<file path="src/rtl/rv_pipeline_pkg.sv">
// Shared RISC-V pipeline definitions: load funct3 encodings used by the
// MEM/WB load-extension logic.
package rv_pipeline_pkg;

    localparam logic [2:0] LB  = 3'b000;
    localparam logic [2:0] LH  = 3'b001;
    localparam logic [2:0] LW  = 3'b010;
    localparam logic [2:0] LD  = 3'b011;
    localparam logic [2:0] LBU = 3'b100;
    localparam logic [2:0] LHU = 3'b101;
    localparam logic [2:0] LWU = 3'b110;

endpackage

</file>
<file path="src/rtl/mem_wb_stage.sv">
// One MEM/WB register stage: asynchronous clear, flush inserts a bubble,
// stall holds contents; flush wins over stall.
module mem_wb_stage #(
    parameter int XLEN       = 32,
    parameter int REG_ADDR_W = 5
) (
    input  logic                  CLK,
    input  logic                  Reset,
    input  logic                  stall,
    input  logic                  flush,
    input  logic                  valid_d,
    input  logic                  we_d,
    input  logic                  mem_acc_d,
    input  logic [XLEN-1:0]       mem_data_d,
    input  logic [XLEN-1:0]       alu_d,
    input  logic [REG_ADDR_W-1:0] waddr_d,
    output logic                  valid_q,
    output logic                  we_q,
    output logic                  mem_acc_q,
    output logic [XLEN-1:0]       mem_data_q,
    output logic [XLEN-1:0]       alu_q,
    output logic [REG_ADDR_W-1:0] waddr_q
);

    // NOTE: non-blocking assignments, so each stage samples its upstream
    // neighbour's pre-edge value and the chain shifts by exactly one stage.
    always_ff @(posedge CLK or negedge Reset) begin
        if (!Reset) begin
            valid_q    <= 1'b0;
            we_q       <= 1'b0;
            mem_acc_q  <= 1'b0;
            mem_data_q <= '0;
            alu_q      <= '0;
            waddr_q    <= '0;
        end else if (flush) begin
            // Only the control bits matter for a bubble; data fields are don't-care.
            valid_q <= 1'b0;
            we_q    <= 1'b0;
        end else if (!stall) begin
            valid_q    <= valid_d;
            we_q       <= we_d;
            mem_acc_q  <= mem_acc_d;
            mem_data_q <= mem_data_d;
            alu_q      <= alu_d;
            waddr_q    <= waddr_d;
        end
    end

endmodule

</file>
<file path="src/rtl/mem_wb_pipeline_reg.sv">
// MEM/WB pipeline register: load data extension followed by DEPTH
// stall/flush-capable register stages and the writeback data select.
module mem_wb_pipeline_reg
    import rv_pipeline_pkg::*;
#(
    parameter int XLEN       = 32,
    parameter int REG_ADDR_W = 5,
    parameter int DEPTH      = 1
) (
    input  logic                       CLK,
    input  logic                       Reset,
    input  logic                       Valid_In,
    input  logic                       Stall,
    input  logic                       Flush,
    input  logic                       Write_enable,
    input  logic                       Memory_access,
    input  logic [2:0]                 Load_Type,
    input  logic [$clog2(XLEN/8)-1:0]  Addr_Offset,
    input  logic [XLEN-1:0]            Memory_Data,
    input  logic [XLEN-1:0]            ALU_Output,
    input  logic [REG_ADDR_W-1:0]      Write_Address,
    output logic                       Valid_Out,
    output logic                       Write_Enable_Out,
    output logic                       Memory_access_Out,
    output logic [XLEN-1:0]            Memory_Data_Out,
    output logic [XLEN-1:0]            ALU_Output_Out,
    output logic [XLEN-1:0]            Wb_Data_Out,
    output logic [REG_ADDR_W-1:0]      Write_Address_out
);

    localparam int OFF_W = $clog2(XLEN/8);

    logic [OFF_W-1:0] off_h;
    logic [OFF_W-1:0] off_w;
    logic [7:0]       byte_sel;
    logic [15:0]      half_sel;
    logic [31:0]      word_sel;
    logic [XLEN-1:0]  ext_data;
    logic             we_in;

    // Offset bits below the access size are ignored by masking them off.
    assign off_h    = Addr_Offset & ~OFF_W'(1);
    assign off_w    = Addr_Offset & ~OFF_W'(3);
    assign byte_sel = 8'(Memory_Data >> {Addr_Offset, 3'b000});
    assign half_sel = 16'(Memory_Data >> {off_h, 3'b000});
    assign word_sel = 32'(Memory_Data >> {off_w, 3'b000});

    // NOTE: ext_data gets its default first, so no path through the case
    // leaves it unassigned and no latch is inferred.
    always_comb begin
        ext_data = Memory_Data;
        if (Memory_access) begin
            case (Load_Type)
                LB: begin
                    ext_data       = {XLEN{byte_sel[7]}};
                    ext_data[7:0]  = byte_sel;
                end
                LBU: begin
                    ext_data       = '0;
                    ext_data[7:0]  = byte_sel;
                end
                LH: begin
                    ext_data       = {XLEN{half_sel[15]}};
                    ext_data[15:0] = half_sel;
                end
                LHU: begin
                    ext_data       = '0;
                    ext_data[15:0] = half_sel;
                end
                LW: begin
                    if (XLEN == 64) begin
                        ext_data       = {XLEN{word_sel[31]}};
                        ext_data[31:0] = word_sel;
                    end
                end
                LWU: begin
                    if (XLEN == 64) begin
                        ext_data       = '0;
                        ext_data[31:0] = word_sel;
                    end
                end
                // LD and codes not legal for this XLEN pass the full word.
                default: ext_data = Memory_Data;
            endcase
        end
    end

    assign we_in = Write_enable & Valid_In & (Write_Address != '0);

    // Index 0 is the stage-1 input; index i+1 is the output of stage i.
    logic [DEPTH:0]          valid_c;
    logic [DEPTH:0]          we_c;
    logic [DEPTH:0]          ma_c;
    logic [XLEN-1:0]         md_c    [0:DEPTH];
    logic [XLEN-1:0]         alu_c   [0:DEPTH];
    logic [REG_ADDR_W-1:0]   waddr_c [0:DEPTH];

    assign valid_c[0] = Valid_In;
    assign we_c[0]    = we_in;
    assign ma_c[0]    = Memory_access;
    assign md_c[0]    = ext_data;
    assign alu_c[0]   = ALU_Output;
    assign waddr_c[0] = Write_Address;

    for (genvar i = 0; i < DEPTH; i++) begin : g_stage
        mem_wb_stage #(
            .XLEN       (XLEN),
            .REG_ADDR_W (REG_ADDR_W)
        ) u_stage (
            .CLK        (CLK),
            .Reset      (Reset),
            .stall      (Stall),
            .flush      ((i == 0) ? Flush : 1'b0),
            .valid_d    (valid_c[i]),
            .we_d       (we_c[i]),
            .mem_acc_d  (ma_c[i]),
            .mem_data_d (md_c[i]),
            .alu_d      (alu_c[i]),
            .waddr_d    (waddr_c[i]),
            .valid_q    (valid_c[i+1]),
            .we_q       (we_c[i+1]),
            .mem_acc_q  (ma_c[i+1]),
            .mem_data_q (md_c[i+1]),
            .alu_q      (alu_c[i+1]),
            .waddr_q    (waddr_c[i+1])
        );
    end

    assign Valid_Out         = valid_c[DEPTH];
    assign Write_Enable_Out  = we_c[DEPTH];
    assign Memory_access_Out = ma_c[DEPTH];
    assign Memory_Data_Out   = md_c[DEPTH];
    assign ALU_Output_Out    = alu_c[DEPTH];
    assign Write_Address_out = waddr_c[DEPTH];
    assign Wb_Data_Out       = Memory_access_Out ? Memory_Data_Out : ALU_Output_Out;

endmodule

</file>
<file path="config.mk">
export PLATFORM = sky130hd
export DESIGN_NAME = mem_wb_pipeline_reg
export DESIGN_NICKNAME = d
export VERILOG_FILES = /design/src/rtl/rv_pipeline_pkg.sv /design/src/rtl/mem_wb_stage.sv /design/src/rtl/mem_wb_pipeline_reg.sv
export SDC_FILE = /design/constraint.sdc
export NUM_CORES = 1
export LEC_CHECK = 0
export ABC_AREA = 1
export BUFFER_PORTS_ARGS = -buffer_cell sky130_fd_sc_hd__buf_2
export CORE_MARGIN = 10
export CORE_UTILIZATION = 39
export DETAILED_ROUTE_END_ITERATION = 6
export GPL_TIMING_DRIVEN = 0
export PLACE_DENSITY = 0.72
export SETUP_SLACK_MARGIN = 0.5
export SKIP_LAST_GASP = 1
export SYNTH_ARGS = -nofsm -noshare
export SYNTH_HDL_FRONTEND = slang
export SYNTH_SLANG_ARGS = --single-unit
</file>
<file path="constraint.sdc">
create_clock -name CLK -period 1.1 [get_ports CLK]
set_input_delay 0.22 -clock CLK [delete_from_list [all_inputs] [get_ports CLK]]
set_output_delay 0.22 -clock CLK [all_outputs]
set_load 0.1 [all_outputs]
</file>
==> metrics.txt, run 1 <==
status aborted with a tool error; Fail Step global routing (5_1_grt); stop err [ERROR DPL-0038] Utilization greater than 100%, impossible to legalize; total CTS buffers 9; Primary FF master, synth dfrtp_1; Final GP Congestion 0.896; syn_nets 588; Starting Density around 40%; largest net degree at the start of global routing 49; # clock sinks 72; Clock Path Buffers 2; Yosys reg bits 72; HPWL after DPL 12,400 um; synthesized instance count about 500; syn avg cell area 7.61 um2; Die Y 119 um; Rows 36; root buffer cell clkbuf_8; Async S/R FF share, synth between 90% and 100%; Yosys warnings 0; chip width 119 um; register area share after synthesis 46.7%; IO Pins roughly 190; # port buffers 183; cell area after synthesis roughly 3900 um2; post-GRT worst EP Wb_Data_Out[17]; synth unique cells 25; H-tree depth 3; worst endpoint type primary output; Post-synth EDFFs 0
==> cells by family after synthesis <==
| logic type | share of synthesized area, % |
|---|---|
| and+or+nand+nor | 20.8 |
| DFF | 46.7 |
| buffers and inverters | 10.0 |
| AOI/OAI and AO/OA | 22.5 |
==> cell usage after synthesis, types with 5 or more instances <==
cell type / number / area, um2
a21oi_1: 40 / 200
nor2_1: 33 / 124
buf_2: 7 / 35.0
clkbuf_1: 19 / 71.3
o21ai_1: 6 / 30.0
o21ai_0: 81 / 405
dfrtp_1: 72 / 1800
a21oi_4: 10 / 163
nand2_2: 5 / 31.3
nand3_1: 5 / 25.0
nand2_1: 144 / 541
inv_1: 60 / 225
==> metrics by stage <==
step	instance area, um2	instances	worst slack (ps)	setup TNS (ps)
4_1_cts	8700	880	-697	-34990
3_5_place_dp	5910	824	-780	-32370
2_1_floorplan	4800	507	-704	-21960
3_3_place_gp	5880	823	-868	-91750
==> timing repair <==
action | in CTS
setup endpoints to repair | 176
pin swaps | 31
hold endpoints to repair | 24
gates cloned | 9
buffers inserted | 33
gates resized for setup | 588
==> run 2, diff against run 1 <==
--- a/config.mk
+++ b/config.mk
@@ -8,11 +8,10 @@
 export ABC_AREA = 1
 export BUFFER_PORTS_ARGS = -buffer_cell sky130_fd_sc_hd__buf_2
 export CORE_MARGIN = 10
-export CORE_UTILIZATION = 39
+export CORE_UTILIZATION = 24
 export DETAILED_ROUTE_END_ITERATION = 6
 export GPL_TIMING_DRIVEN = 0
-export PLACE_DENSITY = 0.72
-export SETUP_SLACK_MARGIN = 0.5
+export PLACE_DENSITY_LB_ADDON = 0.15
 export SKIP_LAST_GASP = 1
 export SYNTH_ARGS = -nofsm -noshare
 export SYNTH_HDL_FRONTEND = slang
==> constraint.sdc (replaced) <==
create_clock -name CLK -period 1.45 [get_ports CLK]
set_input_delay 0.29 -clock CLK [delete_from_list [all_inputs] [get_ports CLK]]
set_output_delay 0.29 -clock CLK [all_outputs]
set_load 0.1 [all_outputs]
==> run 2 against run 1 <==
  * The flow now finishes, with violations (setup timing)
  * Area after synthesis is the same
  * Synthesized cell count unchanged
==> metrics.txt, run 2 <==
top cells by area, synth dfrtp_1 47%, nand2_1 14%, o21ai_0 11%, inv_1 5.8%, a21oi_1 5.2%; Post-synth EDFFs 0; chip width 147 um; most common cell in the netlist nand2_1; maximum clock rate 546 MHz; Area after DPL 5570 um2; Primary FF master, synth dfrtp_1; Final Critical Period between 1500 and 2000 ps; total grt overflow 0; first-pass GRT wire length 26,300 um; Synth Area in XOR/XNOR 0%; Worst Path Class, Setup flop to primary output; Hold Crit Depth 3; Yosys warnings 0; leading cell type in the layout, fill and taps excluded buf_2; internal power 5.52 mW; Final Skew 0 ps; syn avg cell area 7.61 um2; number of global-route vias before repair 4,494; Slew HR 62.2%; synth cell count leaders 144 x nand2_1, 81 x o21ai_0, 72 x dfrtp_1; cell area after synthesis 3860 um2; largest net degree at the start of global routing 63; crit share post-route 126%; Slowest-stage cell, CP dfrtp_4; total track usage 15.6%; CTS tree yes; register area share after synthesis 46.7%; Crit path largest cell delay 500 ps; Starting Density between 20% and 30%; P_leak 3.22 nW; Clk pwr share 22.6%; DRT Pass-1 Iters 4; largest registers g_stage.u_stage.alu_q: 32 flops, g_stage.u_stage.mem_data_q: 32 flops, g_stage.u_stage.waddr_q: 5 flops; Clk Latency, worst-skew pair 340 ps; NumNets Final 790; Area Growth Syn to Fin 73.2%; sw frac 50.2%; DRC violation total after the first TritonRoute iteration 232; peak supply drop 0.611 mV; worst path cell trace clkbuf_16 -> clkbuf_16 -> o21ai_4 -> buf_12; HPWL after DPL 13,100 um; share of layout cells above drive strength 1 about half; synthesized instance count 507; crit start category flop; multi-input combinational cell area 2130 um2; Async S/R FF share, synth 100%; routed len/inst about 18 um; Critical Path RT 1160 ps; Synth top area share a little under half; total CTS buffers 9; # DRC 0; core area 15,800 um2; antenna violations before repair 2; worst hold-check path type primary input to flop; # clock sinks around 70; Vias 4,090; Comb power frac 54.6%; IO Pins 185; fin area 6680 um2; # port buffers approximately 180; final antenna-violating net count 0; Rows 46; root buffer cell clkbuf_16; setup slack after layout -380 ps; most frequent cells in the layout 116 x buf_2, 112 x nand2_1, 60 x inv_1; Reg area roughly 1900 um2; Clock Path Buffers 2; WL final between 15,000 and 20,000 um; Flop pwr share 22.8%; Clock transition at path regs 60 ps; Synth Area in Simple Gates 20.8%; Layout fillers 1,641; largest family of logic cells by synthesized area compound AO/OA/AOI/OAI gates; status finished with violations; R2R cell count 4; Max Cap Viol 0; Final GP Congestion 0.837; switching pwr 5.57 mW; Synth Area in Adders 0%; power per cell area 1660 nW/um2; Yosys reg bits 72; CP max FO 5; post-synthesis mux area share 0%; hold_ws between 150 and 200 ps; post-synth top area cell dfrtp_1; Least-Margin Pin Slew ~570 ps; syn_nets 588; crit-path most repeated cell clkbuf_16; Setup-failing EPs final 33; H-tree depth 3; crit end category primary output; synth unique cells 25; Die Y 147 um; drt via density 4.38; unrepaired setup endpoints after global routing yes; Final Max Slew Viols 0; post-synthesis compound-gate area fraction 22.5%; power consumption 11.1 mW; failing checks setup timing; Fin. Hold Viols 0; Worst Path Arrival 1540 ps; die area 21,600 um2
## run 2: cell counts after synthesis
No cell type changed its count.
## run 2: worst paths after layout
kind                                                    start                            end  slack (ps)
worst min register to register  g_stage[0].u_stage.waddr_q[0]  g_stage[0].u_stage.waddr_q[0]         480
max in group asynchronous                               Reset   g_stage[0].u_stage.mem_acc_q         510
min in group asynchronous                               Reset   g_stage[0].u_stage.alu_q[27]         330
worst max register to register   g_stage[0].u_stage.mem_acc_q   g_stage[0].u_stage.mem_acc_q         400
worst max-delay path             g_stage[0].u_stage.mem_acc_q                Wb_Data_Out[22]        -380
worst min-delay path                            ALU_Output[0]    g_stage[0].u_stage.alu_q[0]         150
## run 2: power groups by stage
stage,logic [mW],registers (mW),clock network [mW]
after detailed placement,5.24,2.54,0
after global placement,5.21,2.53,0
final,6.06,2.53,2.50
after global routing,6.28,2.57,2.66
after CTS,6.00,2.53,2.57
after floorplan,2.35,4.48,0
## run 2: through the flow
stage                     util (%)  instances  setup WS, ps  setup TNS (ps)
final                         42.2        933          -380          -11360
after CTS                     41.5        929          -427          -13000
after floorplan                  -        507          -424          -12110
after global routing          42.2        930          -420          -12740
after global placement        35.0        906          -719          -68940
after detailed placement      35.2        907          -654          -33210
## run 2: layout make-up
| type | instances | share of cell area [%] |
|---|---|---|
| Timing Repair Buffer | 191 | 24.0 |
| Buffer | 28 | 3.65 |
| Multi-Input combinational cell | 342 | 31.8 |
| Inverter | 65 | 3.73 |
| Sequential cell | 72 | 27.7 |
| Clock inverter | 2 | 0.899 |
| Tap cell | 216 | 4.04 |
| Antenna cell | 3 | 0.112 |
| Clock buffer | 14 | 4.10 |
## run 2: logic make-up after synthesis
family	count (synthesis)
AND/OR/NAND/NOR	196
AO/OA/AOI/OAI	146
buffers and inverters	93
flip-flops	72
## run 2: worst max-delay path, delay by kind of cell (launching register included)
kind            cells  cell delay (ps)
buf+inv             3              540
compound gates      1              150
flops               1              500
## run 2: routing by layer
| layer | vias up | part of all wire, % | wire [um] | track usage, % |
|---|---|---|---|---|
| li1 | 2023 | - | - | - |
| met3 | 14 | 5.9 | 989 | 5.07 |
| met2 | 101 | 50 | 8430 | 26.9 |
| met5 | - | 0 | 0 | 0 |
| met4 | 0 | 1.4 | 239 | 4.45 |
| met1 | 1952 | 43 | 7250 | 18.2 |
## run 2: timing repair
item	4_1_cts	5_1_grt
resized for setup	178	41
endpoints found under the setup margin	77	70
gates cloned	2	1
hold buffers	1	0
setup buffers	3	0
pin swaps	1	2
hold endpoints to repair	10	0
Note: power is estimated with default switching activity, not from simulation.
==> run 3, diff against run 2 <==
--- a/config.mk
+++ b/config.mk
@@ -6,10 +6,10 @@
 export NUM_CORES = 1
 export LEC_CHECK = 0
 export ABC_AREA = 1
-export BUFFER_PORTS_ARGS = -buffer_cell sky130_fd_sc_hd__buf_2
 export CORE_MARGIN = 10
 export CORE_UTILIZATION = 24
 export DETAILED_ROUTE_END_ITERATION = 6
+export DONT_BUFFER_PORTS = 1
 export GPL_TIMING_DRIVEN = 0
 export PLACE_DENSITY_LB_ADDON = 0.15
 export SKIP_LAST_GASP = 1
==> constraint.sdc (replaced) <==
create_clock -name CLK -period 1.45 [get_ports CLK]
set_input_delay 0.2175 -clock CLK [delete_from_list [all_inputs] [get_ports CLK]]
set_output_delay 0.2175 -clock CLK [all_outputs]
set_load 0.1 [all_outputs]
==> run 3 against run 2 <==
  * The flow finishes with violations (hold timing, setup timing)
  * Worst hold slack got worse by 580 ps
  * Wire length decreased by 4.5%
  * Clock skew unchanged
  * Combinational power decreased by 56%
  * Die area unchanged
  * Clock-buffer cell count decreased by 1
  * Flip-flop and latch count unchanged
  * Register-to-register slack got worse by 270 ps
  * Global-route usage decreased by 0.79 points
  * Total power decreased by 13%
  * Maximum frequency decreased by 17%
  * Highest routed layer unchanged
==> metrics.txt, run 3 (same netlist as run 2, synthesis figures left out) <==
status finished with violations; failing checks hold timing, setup timing; maximum clock rate 455 MHz; # clock sinks a little over 70; dpl ws -679 ps; Final Skew 0 ps; Final Max Slew Viols 0; highest metal used met4; drt via density 4.59; crit end category primary output; cell count after placement between 700 and 800; # DRC 0; core area 15,800 um2; Critical Path RT 1230 ps; CP startpoint g_stage[0].u_stage.mem_acc_q; Fin. Hold Viols 72; switching pwr about 5.3 mW; leading cell type in the layout, fill and taps excluded nand2_1; first-pass GRT wire length 24,400 um; IO Pins ~190; setup slack after layout -747 ps; HPWL after DPL between 10,000 and 15,000 um; internal power about 4.3 mW; H-tree depth 3; CTS tree yes; Starting Density 24.4%; Final Critical Period roughly 2200 ps; Least-Margin Pin Slew 720 ps; WL met2 8070 um; die area 21,600 um2; CP max FO 9; NumNets Final 632; fin area 5320 um2; Vias 3,542; Worst Path Class, Setup flop to primary output; DRC violation total after the first TritonRoute iteration 226; Setup-failing EPs final 32; Area Growth Syn to Fin 37.7%; Max Cap Viol 0; Flop pwr share 47.7%; most frequent cells in the layout 142 x nand2_1, 69 x dfrtp_2, 60 x inv_1; number of global-route vias before repair 3,837; peak supply drop 0.545 mV; P_leak approximately 2.3 nW; chip width 147 um; Clock transition at path regs 60 ps; total track usage between 10% and 20%; Rows 46; largest net degree at the start of global routing 73; # port buffers 0; unrepaired setup endpoints after global routing yes; Clock Path Buffers 2; largest registers g_stage.u_stage.alu_q: 32 flops, g_stage.u_stage.mem_data_q: 32 flops, g_stage.u_stage.waddr_q: 5 flops; total CTS buffers 9; Worst Path Arrival 1980 ps; Clk pwr share approximately 25%; metal3 WL 1580 um; hold bufs inserted after CTS 28; crit start category flop; total grt overflow 0; ANT cells 0; antenna violations before repair 0; power per cell area 1810 nW/um2; Slew HR 51.8%; fin cells 772; sw frac 54.8%; Reg2Reg Launch Point g_stage[0].u_stage.mem_acc_q; Area after DPL 4630 um2; Final GP Congestion around 0.86; Clk Latency, worst-skew pair 350 ps; hold_ws -430 ps; final antenna-violating net count 0; root buffer cell clkbuf_16; routed len/inst ~21 um; Die Y 147 um; WL final approximately 16,000 um; Comb power frac 27.8%; crit share post-route 152%; met1 WL 6250 um; DRT Pass-1 Iters 5; worst hold-check path type primary input to asynchronous set/reset pin; share of layout cells above drive strength 1 between 30% and 40%
run 3: path summary, 6_finish.rpt:
check,cells after the start,slack (ps),to
min,0,-430,g_stage[0].u_stage.alu_q[26]
max in group asynchronous,0,1730,g_stage[0].u_stage.mem_acc_q
max,3,-750,Wb_Data_Out[22]
max reg2reg,4,130,g_stage[0].u_stage.mem_acc_q
min in group CLK,2,10,g_stage[0].u_stage.alu_q[12]
min reg2reg,2,830,g_stage[0].u_stage.waddr_q[1]
run 3: metal layers:
| metal | vias to the layer above | GRT usage [%] |
|---|---|---|
| li1 | 1695 | - |
| met1 | 1724 | 16.5 |
| met2 | 110 | 25.5 |
| met3 | 13 | 5.53 |
| met4 | 0 | 5.31 |
| met5 | - | 0 |
run 3: worst max-delay path: stages, from the launching register on:
cell and delay, ps:
dfrtp_4 630, clkbuf_16 230, clkbuf_16 170, o21ai_4 590
run 3: through the flow:
stage	setup TNS, ps	utilization, %	power, mW	hold slack [ps]
CTS	-23770	33.6	9.72	-445
detailed placement	-23520	29.2	7.20	-74.7
floorplan	-9790	-	6.83	-78.1
finish	-22990	33.6	9.61	-430
global placement	-21450	29.2	7.17	-75.5
global route	-24290	33.6	9.96	-443
run 3: what timing repair did:
| action | 4_1_cts | 5_1_grt |
|---|---|---|
| cloned | 1 | 0 |
| endpoints found under the hold margin | 100 | 72 |
| resized for setup | 43 | 0 |
| endpoints found under the setup margin | 72 | 32 |
| setup buffers | 4 | 0 |
| pin swaps | 4 | 0 |
run 3: cell type report:
class | count | area (um2)
Fill cell | 1690 | 10500
Multi-Input combinational cell | 342 | 2050
Sequential cell | 72 | 1900
Timing Repair Buffer | 33 | 324
Clock buffer | 13 | 270
Tap cell | 216 | 270
Inverter | 65 | 249
Buffer | 28 | 216
Clock inverter | 3 | 40.0
run 3: power by group through the flow:
| stage | Clock [mW] | Combinational (mW) | Sequential, mW |
|---|---|---|---|
| after floorplan | 0 | 2.35 | 4.48 |
| after global placement | 0 | 2.57 | 4.60 |
| after detailed placement | 0 | 2.59 | 4.61 |
| after CTS | 2.42 | 2.70 | 4.61 |
| after global routing | 2.51 | 2.82 | 4.63 |
| final | 2.35 | 2.67 | 4.58 |
==> run 4, diff against run 3 <==
--- a/config.mk
+++ b/config.mk
@@ -8,11 +8,11 @@
 export ABC_AREA = 1
 export CORE_MARGIN = 10
 export CORE_UTILIZATION = 24
+export CTS_CLUSTER_DIAMETER = 120
 export DETAILED_ROUTE_END_ITERATION = 6
 export DONT_BUFFER_PORTS = 1
 export GPL_TIMING_DRIVEN = 0
 export PLACE_DENSITY_LB_ADDON = 0.15
-export SKIP_LAST_GASP = 1
 export SYNTH_ARGS = -nofsm -noshare
 export SYNTH_HDL_FRONTEND = slang
 export SYNTH_SLANG_ARGS = --single-unit
==> constraint.sdc (replaced) <==
create_clock -name CLK -period 2.3 [get_ports CLK]
set_input_delay 0.345 -clock CLK [delete_from_list [all_inputs] [get_ports CLK]]
set_output_delay 0.345 -clock CLK [all_outputs]
set_load 0.1 [all_outputs]
==> run 4 against run 3 <==
  * The flow finishes with violations (setup timing)
  * Worst hold slack better by 550 ps
  * Final cell count is 3.4% lower
  * Sequential share of layout area is 1.1 points higher
  * Critical endpoint is now Wb_Data_Out[17]
  * Largest power group unchanged
==> metrics.txt, run 4 (same netlist as run 2, synthesis figures left out) <==
crit start category flop; status finished with violations; Die Y 147 um; fin area between 5000 and 6000 um2; H-tree depth 3; Worst Path Class, Setup flop to primary output; Critical Path RT 1960 ps; number of global-route vias before repair 3,756; Starting Density about a quarter; Slew HR 32.8%; Hold Startpoint Write_Address[0]; CP startpoint g_stage[0].u_stage.mem_acc_q; leading cell type in the layout, fill and taps excluded nand2_1; HPWL after DPL 12,800 um; total track usage between 15 and 20%; chip width 147 um; CP max FO 5; antenna violations before repair 0; worst hold-check path type primary input to flop; Reg area 1850 um2; Fin. Hold Viols 0; power per cell area about 1200 nW/um2; Final Skew 0 ps; register-to-register setup slack 900 ps; Final GP Congestion about 0.9; DRC violation total after the first TritonRoute iteration 201; root buffer cell clkbuf_16; IO Pins 185; setup slack after layout -4.38 ps; Rows 46; largest registers g_stage.u_stage.alu_q: 32 flops, g_stage.u_stage.mem_data_q: 32 flops, g_stage.u_stage.waddr_q: 5 flops; # DRC 0; # clock sinks between 70 and 80; DRT Pass-1 Iters 4; NumNets Final 607; die area 21,600 um2; # port buffers 0; largest net degree at the start of global routing between 70 and 80; Least-Margin Pin Slew 1010 ps; routed len/inst 22.2 um; Worst Path Arrival 1960 ps; peak supply drop 0.337 mV; ANT cells 0; drt via density 4.70; failing checks setup timing; Setup-failing EPs final 5; P_leak 2.22 nW; core area 15,800 um2; CTS tree yes; Clock transition at path regs roughly 60 ps; first-pass GRT wire length ~25,000 um; Max Cap Viol 0; Final Max Slew Viols 0; Area Growth Syn to Fin 30.4%; maximum clock rate 434 MHz; multi-input combinational cell area 2030 um2; Final Critical Period 2300 ps; Reg2Reg Launch Point g_stage[0].u_stage.mem_data_q[30]; fin util around a third; share of layout cells above drive strength 1 25.3%; Area after DPL roughly 4300 um2; final antenna-violating net count 0; Layout fillers 1,671; Vias 3,507; total CTS buffers 9; crit share post-route 100%; crit end category primary output; unrepaired setup endpoints after global routing yes; WL final 16,600 um; Clock Path Buffers 2; Clk Latency, worst-skew pair 340 ps; most frequent cells in the layout 144 x nand2_1, 60 x inv_1, 49 x o21ai_0; total grt overflow 0
[run 4: metrics by stage]
step	power, mW	instances	hold slack (ps)	setup slack [ps]	setup TNS, ps
global route	6.29	746	117	-42.7	-674
CTS	6.13	746	109	-25.6	-528
global placement	4.35	723	51.8	-589	-15800
detailed placement	4.36	723	52.6	-610	-16670
floorplan	4.11	507	49.4	-179	-3170
finish	6.07	746	121	-4.38	-12.5
[run 4: where the power goes]
group / total, mW / switching (mW) / internal (mW)
Sequential: 2.87 / 1.45 / 1.43
Clock: 1.49 / 0.552 / 0.941
Combinational: 1.70 / 1.36 / 0.347
Total: 6.07 / 3.35 / 2.71
[run 4: final cells by class]
class	instances	share of cell area, %
Inverter	65	4.95
Tap cell	216	5.37
Sequential cell	72	36.8
Clock inverter	4	1.39
Multi-Input combinational cell	342	40.4
Buffer	28	4.30
Clock buffer	11	4.62
Timing Repair Buffer	8	2.24
[run 4: what timing repair did]
action / CTS / global route
endpoints found under the hold margin: 72 / 0
setup endpoints to repair: 32 / 31
pin swaps: 31 / 2
cloned: 3 / 0
buffers inserted: 3 / 0
gates resized for setup: 85 / 8
hold buffers: 2 / 0
[run 4: path summary, 6_finish.rpt]
check	end	depth (start not counted)
max in group asynchronous	g_stage[0].u_stage.alu_q[2]	2
min in group asynchronous	g_stage[0].u_stage.alu_q[25]	2
worst max register to register	g_stage[0].u_stage.mem_data_q[30]	2
worst min register to register	g_stage[0].u_stage.mem_data_q[5]	2
worst min-delay path	g_stage[0].u_stage.waddr_q[0]	2
worst max-delay path	Wb_Data_Out[17]	3
[run 4: routing by layer]
layer / up-vias / share of wire (%) / GRT usage, % / routed length, um
met3: 22 / 8.4 / 5.25 / 1400
met4: 0 / 2.5 / 6.51 / 418
li1: 1653 / - / - / -
met5: - / 0 / 0 / 0
met2: 118 / 48 / 24.7 / 8010
met1: 1714 / 41 / 17.9 / 6770
[run 4: critical path, stage by stage, from the launching register on]
cell       delay [ps]
dfrtp_4           640
clkbuf_16         230
clkbuf_16         170
o21ai_4           570
